$ cat src/rtl/game_status.sv
// Game status tracker: lives, score, pellets and win/death flags.
// Optional POWER_PELLET_EN adds fright mode and ghost eating.
module game_status #(
   parameter int HIT_DIST       = 8,
   parameter int PELLET_TOTAL   = 150,
   parameter int LIVES_INIT     = 3,
   parameter int RESPAWN_FRAMES = 60
`ifdef POWER_PELLET_EN
   ,
   parameter int FRIGHT_FRAMES  = 300
`endif
) (
   input  logic        Clk,
   input  logic        Reset,
   input  logic        gamescreen,
   input  logic        frame_tick,
   input  logic [9:0]  pac_x,
   input  logic [9:0]  pac_y,
   input  logic [39:0] ghost_x,
   input  logic [39:0] ghost_y,
   input  logic        pellet_eaten,
`ifdef POWER_PELLET_EN
   input  logic        power_pellet,
   output logic [3:0]  ghost_eaten,
`endif
   output logic        pacDeath,
   output logic        winsignal,
   output logic [1:0]  lives,
   output logic [15:0] score,
   output logic [7:0]  pellets_left
);

   typedef enum logic [2:0] {
      IDLE,
      PLAY,
      RESPAWN,
      DEAD,
      WON
   } state_t;

   localparam logic [10:0] HD  = 11'(HIT_DIST);
   localparam logic [7:0]  PT  = 8'(PELLET_TOTAL);
   localparam logic [1:0]  LI  = 2'(LIVES_INIT);
   localparam logic [15:0] RF  = 16'(RESPAWN_FRAMES);

   state_t      state_q, state_d;
   logic [1:0]  lives_q, lives_d;
   logic [15:0] score_q, score_d;
   logic [7:0]  pel_q, pel_d;
   logic [15:0] resp_q, resp_d;
   logic        death_q, death_d;
   logic        win_q, win_d;
   logic [3:0]  hit;
`ifdef POWER_PELLET_EN
   localparam logic [15:0] FF = 16'(FRIGHT_FRAMES);
   logic [15:0] fright_q, fright_d;
   logic [3:0]  geat_q, geat_d;
`endif

   // Widened by one bit so the magnitude subtraction never wraps
   for (genvar g = 0; g < 4; g++) begin : g_hit
      logic [10:0] ax, ay, bx, by, dx, dy;
      assign ax = {1'b0, pac_x};
      assign ay = {1'b0, pac_y};
      assign bx = {1'b0, ghost_x[10*g +: 10]};
      assign by = {1'b0, ghost_y[10*g +: 10]};
      assign dx = (ax >= bx) ? ax - bx : bx - ax;
      assign dy = (ay >= by) ? ay - by : by - ay;
      assign hit[g] = (dx < HD) && (dy < HD);
   end

   always_comb begin
      logic        fatal;
      logic [7:0]  add;
      logic [16:0] sum;
      state_d  = state_q;
      lives_d  = lives_q;
      score_d  = score_q;
      pel_d    = pel_q;
      resp_d   = resp_q;
      death_d  = death_q;
      win_d    = win_q;
      fatal    = 1'b0;
      add      = 8'd0;
      sum      = 17'd0;
`ifdef POWER_PELLET_EN
      fright_d = fright_q;
      geat_d   = 4'b0;
`endif
      unique case (state_q)
         IDLE: begin
            if (gamescreen) begin
               lives_d = LI;
               score_d = 16'd0;
               pel_d   = PT;
               resp_d  = 16'd0;
               death_d = 1'b0;
               win_d   = 1'b0;
               state_d = PLAY;
`ifdef POWER_PELLET_EN
               fright_d = 16'd0;
`endif
            end
         end
         PLAY, RESPAWN: begin
            if (!gamescreen) begin
               state_d = IDLE;
               death_d = 1'b0;
               win_d   = 1'b0;
            end else begin
               if (pellet_eaten) begin
                  add = 8'd10;
                  if (pel_q != 8'd0)
                     pel_d = pel_q - 8'd1;
               end
`ifdef POWER_PELLET_EN
               if (power_pellet)
                  fright_d = FF;
               else if (frame_tick && fright_q != 16'd0)
                  fright_d = fright_q - 16'd1;
`endif
               if (state_q == PLAY) begin
                  if (frame_tick && |hit) begin
`ifdef POWER_PELLET_EN
                     if (fright_q != 16'd0) begin
                        geat_d = hit;
                        add    = add + 8'd200;
                     end else
`endif
                     if (lives_q > 2'd1) begin
                        lives_d = lives_q - 2'd1;
                        resp_d  = RF;
                        state_d = RESPAWN;
                     end else begin
                        lives_d = 2'd0;
                        fatal   = 1'b1;
                     end
                  end
               end else if (frame_tick) begin
                  if (resp_q != 16'd0)
                     resp_d = resp_q - 16'd1;
                  if (resp_q <= 16'd1)
                     state_d = PLAY;
               end
               sum = {1'b0, score_q} + 17'(add);
               score_d = sum[16] ? 16'hFFFF : sum[15:0];
               // Death outranks a simultaneous last pellet
               if (fatal) begin
                  death_d = 1'b1;
                  state_d = DEAD;
               end else if (pellet_eaten && pel_q == 8'd1) begin
                  win_d   = 1'b1;
                  state_d = WON;
               end
            end
         end
         DEAD, WON: begin
            if (!gamescreen) begin
               state_d = IDLE;
               death_d = 1'b0;
               win_d   = 1'b0;
            end
         end
         default: state_d = IDLE;
      endcase
   end

   always_ff @(posedge Clk) begin
      if (Reset) begin
         state_q  <= IDLE;
         lives_q  <= LI;
         score_q  <= 16'd0;
         pel_q    <= PT;
         resp_q   <= 16'd0;
         death_q  <= 1'b0;
         win_q    <= 1'b0;
`ifdef POWER_PELLET_EN
         fright_q <= 16'd0;
         geat_q   <= 4'b0;
`endif
      end else begin
         state_q  <= state_d;
         lives_q  <= lives_d;
         score_q  <= score_d;
         pel_q    <= pel_d;
         resp_q   <= resp_d;
         death_q  <= death_d;
         win_q    <= win_d;
`ifdef POWER_PELLET_EN
         fright_q <= fright_d;
         geat_q   <= geat_d;
`endif
      end
   end

   assign pacDeath     = death_q;
   assign winsignal    = win_q;
   assign lives        = lives_q;
   assign score        = score_q;
   assign pellets_left = pel_q;
`ifdef POWER_PELLET_EN
   assign ghost_eaten  = geat_q;
`endif

endmodule

$ cat config.mk
export PLATFORM = sky130hd
export DESIGN_NAME = game_status
export DESIGN_NICKNAME = d
export VERILOG_FILES = /design/src/rtl/game_status.sv
export SDC_FILE = /design/constraint.sdc
export NUM_CORES = 1
export LEC_CHECK = 0
export BUFFER_PORTS_ARGS = -buffer_cell sky130_fd_sc_hd__buf_4
export CAP_MARGIN = 20
export CORE_ASPECT_RATIO = 1.5
export CORE_MARGIN = 4
export CORE_UTILIZATION = 52
export CTS_BUF_LIST = sky130_fd_sc_hd__clkbuf_8
export DETAILED_ROUTE_END_ITERATION = 8
export GPL_TIMING_DRIVEN = 1
export PLACE_DENSITY = 0.77
export SYNTH_ARGS = -nofsm -noshare
export SYNTH_HDL_FRONTEND = slang
export SYNTH_SLANG_ARGS = --single-unit
$ cat constraint.sdc
create_clock -name Clk -period 6.73 [get_ports Clk]
set_input_delay 0.673 -clock Clk [delete_from_list [all_inputs] [get_ports Clk]]
set_output_delay 0.673 -clock Clk [all_outputs]
set_load 0.02 [all_outputs]
Yosys cells after proc, flatten, opt, wreduce, memory -nomap -nowiden
Index checks and enable logic that the tools add are counted.

Flip-flop bits (word level): 47. Bits of input ports: 105. Output and inout bits: 28.

Add/sub/neg operators: 20. Order comparisons: 18. Eq/ne operators: 23. Multiplexer cells: 58. Reductions and logical operators: 21.

Operators by type and width (count): $sub 10x10->11 (16); $mux 16 (9); $lt 11x4->1 const B (8); $mux 11 (8); $ge 10x10->1 (8); $pmux 16 s2 (2); $mux 8 (6); $mux 3 (10); $ne 6x6->1 const B (4); $ne 3x3->1 const B (7); $add 16x8->17 (1); $le 16x1->1 const B (1); $pmux 8 s2 (1); $reduce_bool 16->1 (1); $sub 16x1->16 const B (1); $reduce_and 5->1 (3); $ne 2x2->1 const B (7); $mux 1 (12); $mux 2 (5); $pmux 3 s3 (1); $eq 8x1->1 const B (1); $reduce_bool 8->1 (1); $sub 8x1->8 const B (1); $reduce_and 7->1 (1); 17 further kinds (25).

Logic depth before layout (Yosys ltp)
Word-level depth: 13. Depth in mapped cells: 16. Depth with buffers taken out: 13.

Worst setup path after synthesis
Ideal clock, no wire load.

Kind: input to register. From: input pac_x[4]. To: register resp_q[13]. Setup time: 0.132 ns. Data arrival time: 3.665 ns. Data required time: 6.598 ns. Path slack: 2.933 ns. Stages on the path: 15. Cells stage by stage: inv_1 -> ha_1 -> or3_1 -> o211ai_2 -> a211oi_1 -> a221o_1 -> or4b_1 -> a211oi_2 -> o22ai_2 -> a41oi_4 -> o21ai_2 -> buf_6 -> buf_2 -> o31ai_1 -> a21oi_1.

Longest elaborated chain between the ends: 8.

Ends and longest elaborated chain: from (decl) (line 17) `input logic [9:0] pac_x,`; $sub 10x10->11 / $ge 10x10->1 (equally long branches) (line 67) `assign dx = (ax >= bx) ? ax - bx : bx - ax;`; $mux 11 (line 67); $lt 11x4->1 (line 69) `assign hit[g] = (dx < HD) && (dy < HD);`; $logic_and 1x1->1 (line 69); $reduce_or 4->1 * (line 123) `if (frame_tick && |hit) begin`; $logic_and 1x1->1 * (line 123); $ne 3x3->1 (no line) *; $reduce_and 7->1 (no line) *; to (signal assigned) (line 186) `resp_q <= resp_d;`; to (decl) (line 50) `logic [15:0] resp_q, resp_d;`.

Every way passes the cells marked *; elsewhere a longest branch is shown, timed or not. A chain may end at the register's enable or synchronous reset.

Final worst setup path
From: input pac_x[1]. To: register resp_q[13].

Same word-level chain as after synthesis.

==> run_results.csv <==
group,metric,value,unit
power,power.total,1.568,mW
placed_design,dp_cells,1549,
finish,register_area,940.9,um^2
route,drt_wl_total,25530,um
global_routing,gr-total-overflow,0,
cts,insertion_delay,0.31,ns
global_routing,grt_pass1_vias,8787,
floorplan,core_area,16910,um^2
cts,cts_buffer_depth,2,
worst_setup_path,critical-path-top-delay-family,"compound AO/OA/AOI/OAI gates",
power,power.share.clock,11.8,%
synthesis,ys_ff_latch,47,
min_path,min_path_cells,2,
route,avgViaCountPerCell,6.028,
timing,finalHoldViolCount,0,
finish,final_cell_mix,"ha_1, inv_1, buf_4",
power,leakagePower,4.862,nW
synthesis,syn_nets,1527,
worst_setup_path,crit_fanout,21,
synthesis,synthCells,1255,
finish,final_common_cell,"ha_1",
timing,post-route-period-util,64.20,%
route,drt-initial-drc-count,632,
worst_setup_path,ff2ff_path_depth,10,
cts,path_clk_slew,0.09,ns
global_routing,grt_max_degree,30,
timing,timing.final.ws_setup,2.409,ns
floorplan,chipWidth,115.5,um
global_routing,grt_pass1_wl,41660,um
cts,cts-root-buf,"clkbuf_8",
worst_setup_path,path_cells,"buf_4, inv_1, ha_1, nor2b_1, o31ai_2, a21oi_1, or3_1, a2111oi_0, o211ai_1, a22o_1, a41oi_4, o21ai_2, or4_1, a21oi_1",
worst_setup_path,slowest_stage,"a2111oi_0",
worst_setup_path,worstPathArrival,4.55,ns
power,p_seq_share,23.7,%
timing,holdWs,0.4740,ns
min_path,min-delay-start,"resp_q[1]",
global_routing,grt_usage,25.39,%
placed_design,dp_slack,2.135,ns
floorplan,start_util,53.29,%
cts,cts-resized-gates,0,
finish,drive_gt1_share,12.25,%
power,internal_power,817.3,uW
cts,cts_made_buffers,5,
synthesis,async_flop_share,0,%
synthesis,synth_cell_type_count,82,
timing,tns,0,ns
synthesis,synthFlopType,"dfxtp_1",
worst_setup_path,r2r-start,"resp_q[4]",
worst_setup_path,start_kind,"primary input",
route,drtAntennaViolNets,0,
finish,antenna_cells,0,
route,drc,0,
global_routing,antenna_found_initial,0,
timing,fmax,0.2314,GHz
synthesis,seq_area_frac_synth,10.44,%
finish,fin_area,10170,um^2
cts,post-cts-setup-buffer-count,0,
finish,fillers,1647,
worst_setup_path,critPathBufInv,2,
worst_setup_path,worstSetupPathType,"in2reg",
route,dr.pass1.iters,6,
route,via_count,9386,
finish,area_growth,12.84,%
floorplan,dieArea,19540,um^2
timing,fin_crit,4.321,ns
floorplan,dieHeight,169.2,um
min_path,min_to,"resp_q[1]",
placed_design,gp_congestion,0.9447,
flow_run,cap_violations,0,
worst_setup_path,rrSetupSlack,3.75,ns
worst_setup_path,crit_required,6.96,ns
timing,clock_skew,0.01087,ns
worst_setup_path,worstReg2RegEnd,"state_q[0]",
cts,htree_levels,2,
power,pwr-share-comb,64.5,%
placed_design,dpl_cell_area,10070,um^2
timing,final_max_slew_viol_count,0,
synthesis,synth_area,9011,um^2
finish,final_core_util,60.14,%
power,switching_power,750.9,uW
power,swShare,47.88,%
timing,rsz0062_at_grt,"false",
timing,maxSlewHeadroom,49.79,%
placed_design,io_buffers,132,
route,wire_per_inst,16.40,um
synthesis,avgSynthCellArea,7.180,um^2
run_status,status,"completed",
power,vdd_drop_max,0.0001336,V
min_path,hold_path.class,"reg2reg",
synthesis,yosysTopAreaCellShare,23.19,%
synthesis,synth_edf_count,0,
worst_setup_path,crit_top_cell,"a21oi_1",
worst_setup_path,critPathCaptureType,"flip-flop",
finish,final_cells,1557,
worst_setup_path,slowest_delay,0.57,ns
synthesis,yosysTopAreaCell,"ha_1",
cts,cts_tree,"yes",
cts,numClockSinks,47,
finish,fin_nets,1618,
placed_design,place_hpwl,21090,um
synthesis,ys_warn_count,0,
finish,multi_input_area,7361,um^2
floorplan,num_io_pins,133,
timing,finalSetupViolations,0,
timing,worst_slew_pin_slew,0.7434,ns
synthesis,synth.area.top_cells,"ha_1, dfxtp_1, a21oi_1, inv_1, nor2_1",
cts,cts_hold_buf,0,
floorplan,num_rows,58,
power,power_density,154.2,nW/um^2
==> routing by layer <==
metal  share of wire (%)  vias to the layer above  routed length, um  global-route usage [%]
met3                 5.2                       63               1324                   2.747
met4                 4.2                        0               1067                   9.295
met1                  41                     4281              10410                   30.39
met2                  50                      326              12730                   46.02
met5                   0                        -                  0                       0
li1                    -                     4716                  -                       -
==> tightest hold or removal path, delay by kind of cell, from the launching register on <==
kind               cells  cell delay [ns]
and+or+nand+nor        1             0.05
AOI/OAI and AO/OA      1             0.05
DFF                    1             0.33
==> power by group through the flow <==
stage / Sequential [mW] / Clock, mW / Combinational, mW
floorplan: 0.365 / 0 / 0.751
global placement: 0.375 / 0 / 0.976
detailed placement: 0.377 / 0 / 0.990
CTS: 0.371 / 0.188 / 1.00
global route: 0.379 / 0.202 / 1.13
finish: 0.372 / 0.185 / 1.01
==> cell type report <==
class | instances | share of cell area [%]
Multi-Input combinational cell | 1023 | 72.39
Timing Repair Buffer | 132 | 9.745
Sequential cell | 47 | 9.253
Inverter | 137 | 5.057
Tap cell | 210 | 2.584
Clock buffer | 6 | 0.8121
Clock inverter | 2 | 0.1600
==> cells in the mapped netlist, types with 18 or more instances <==
cell and n:
clkbuf_1 41, dfxtp_1 47, nor2_1 94, nand3_1 29, inv_1 137, a21oi_1 125, ha_1 167, a21o_1 23
xor2_1 28, nor2b_1 18, nand2_1 76, o21a_1 37, nor3_1 38, or3_1 20, o21ai_0 69
==> sequential cells by signal (all words and copies together) (netlist names) <==
| signal | cells |
|---|---|
| resp_q | 16 |
| lives | 2 |
| pacDeath | 1 |
| state_q | 3 |
| score | 16 |
| winsignal | 1 |
| pellets_left | 8 |
==> cell families after synthesis <==
| kind of cell | count (synthesis) | share of synthesized area, % |
|---|---|---|
| DFF | 47 | 10.44 |
| AOI/OAI and AO/OA | 420 | 31.46 |
| muxes | 12 | 1.361 |
| and+or+nand+nor | 379 | 21.29 |
| xor gates and xnor gates | 44 | 4.277 |
| adders and majority gates | 168 | 23.30 |
| buffers and inverters | 185 | 7.873 |
==> worst max-delay path by stage <==
stage	startpoint	to	slack, ns	depth (start not counted)
after detailed placement	pac_x[1]	resp_q[13]	2.14	14
after CTS	pac_x[1]	resp_q[13]	2.44	14
after floorplan	pac_x[4]	resp_q[13]	2.93	15
final	pac_x[1]	resp_q[13]	2.41	14
after global placement	pac_x[1]	resp_q[15]	2.21	14
after global routing	pac_y[4]	resp_q[15]	2.11	14
Power figures use the tool's default switching activity.
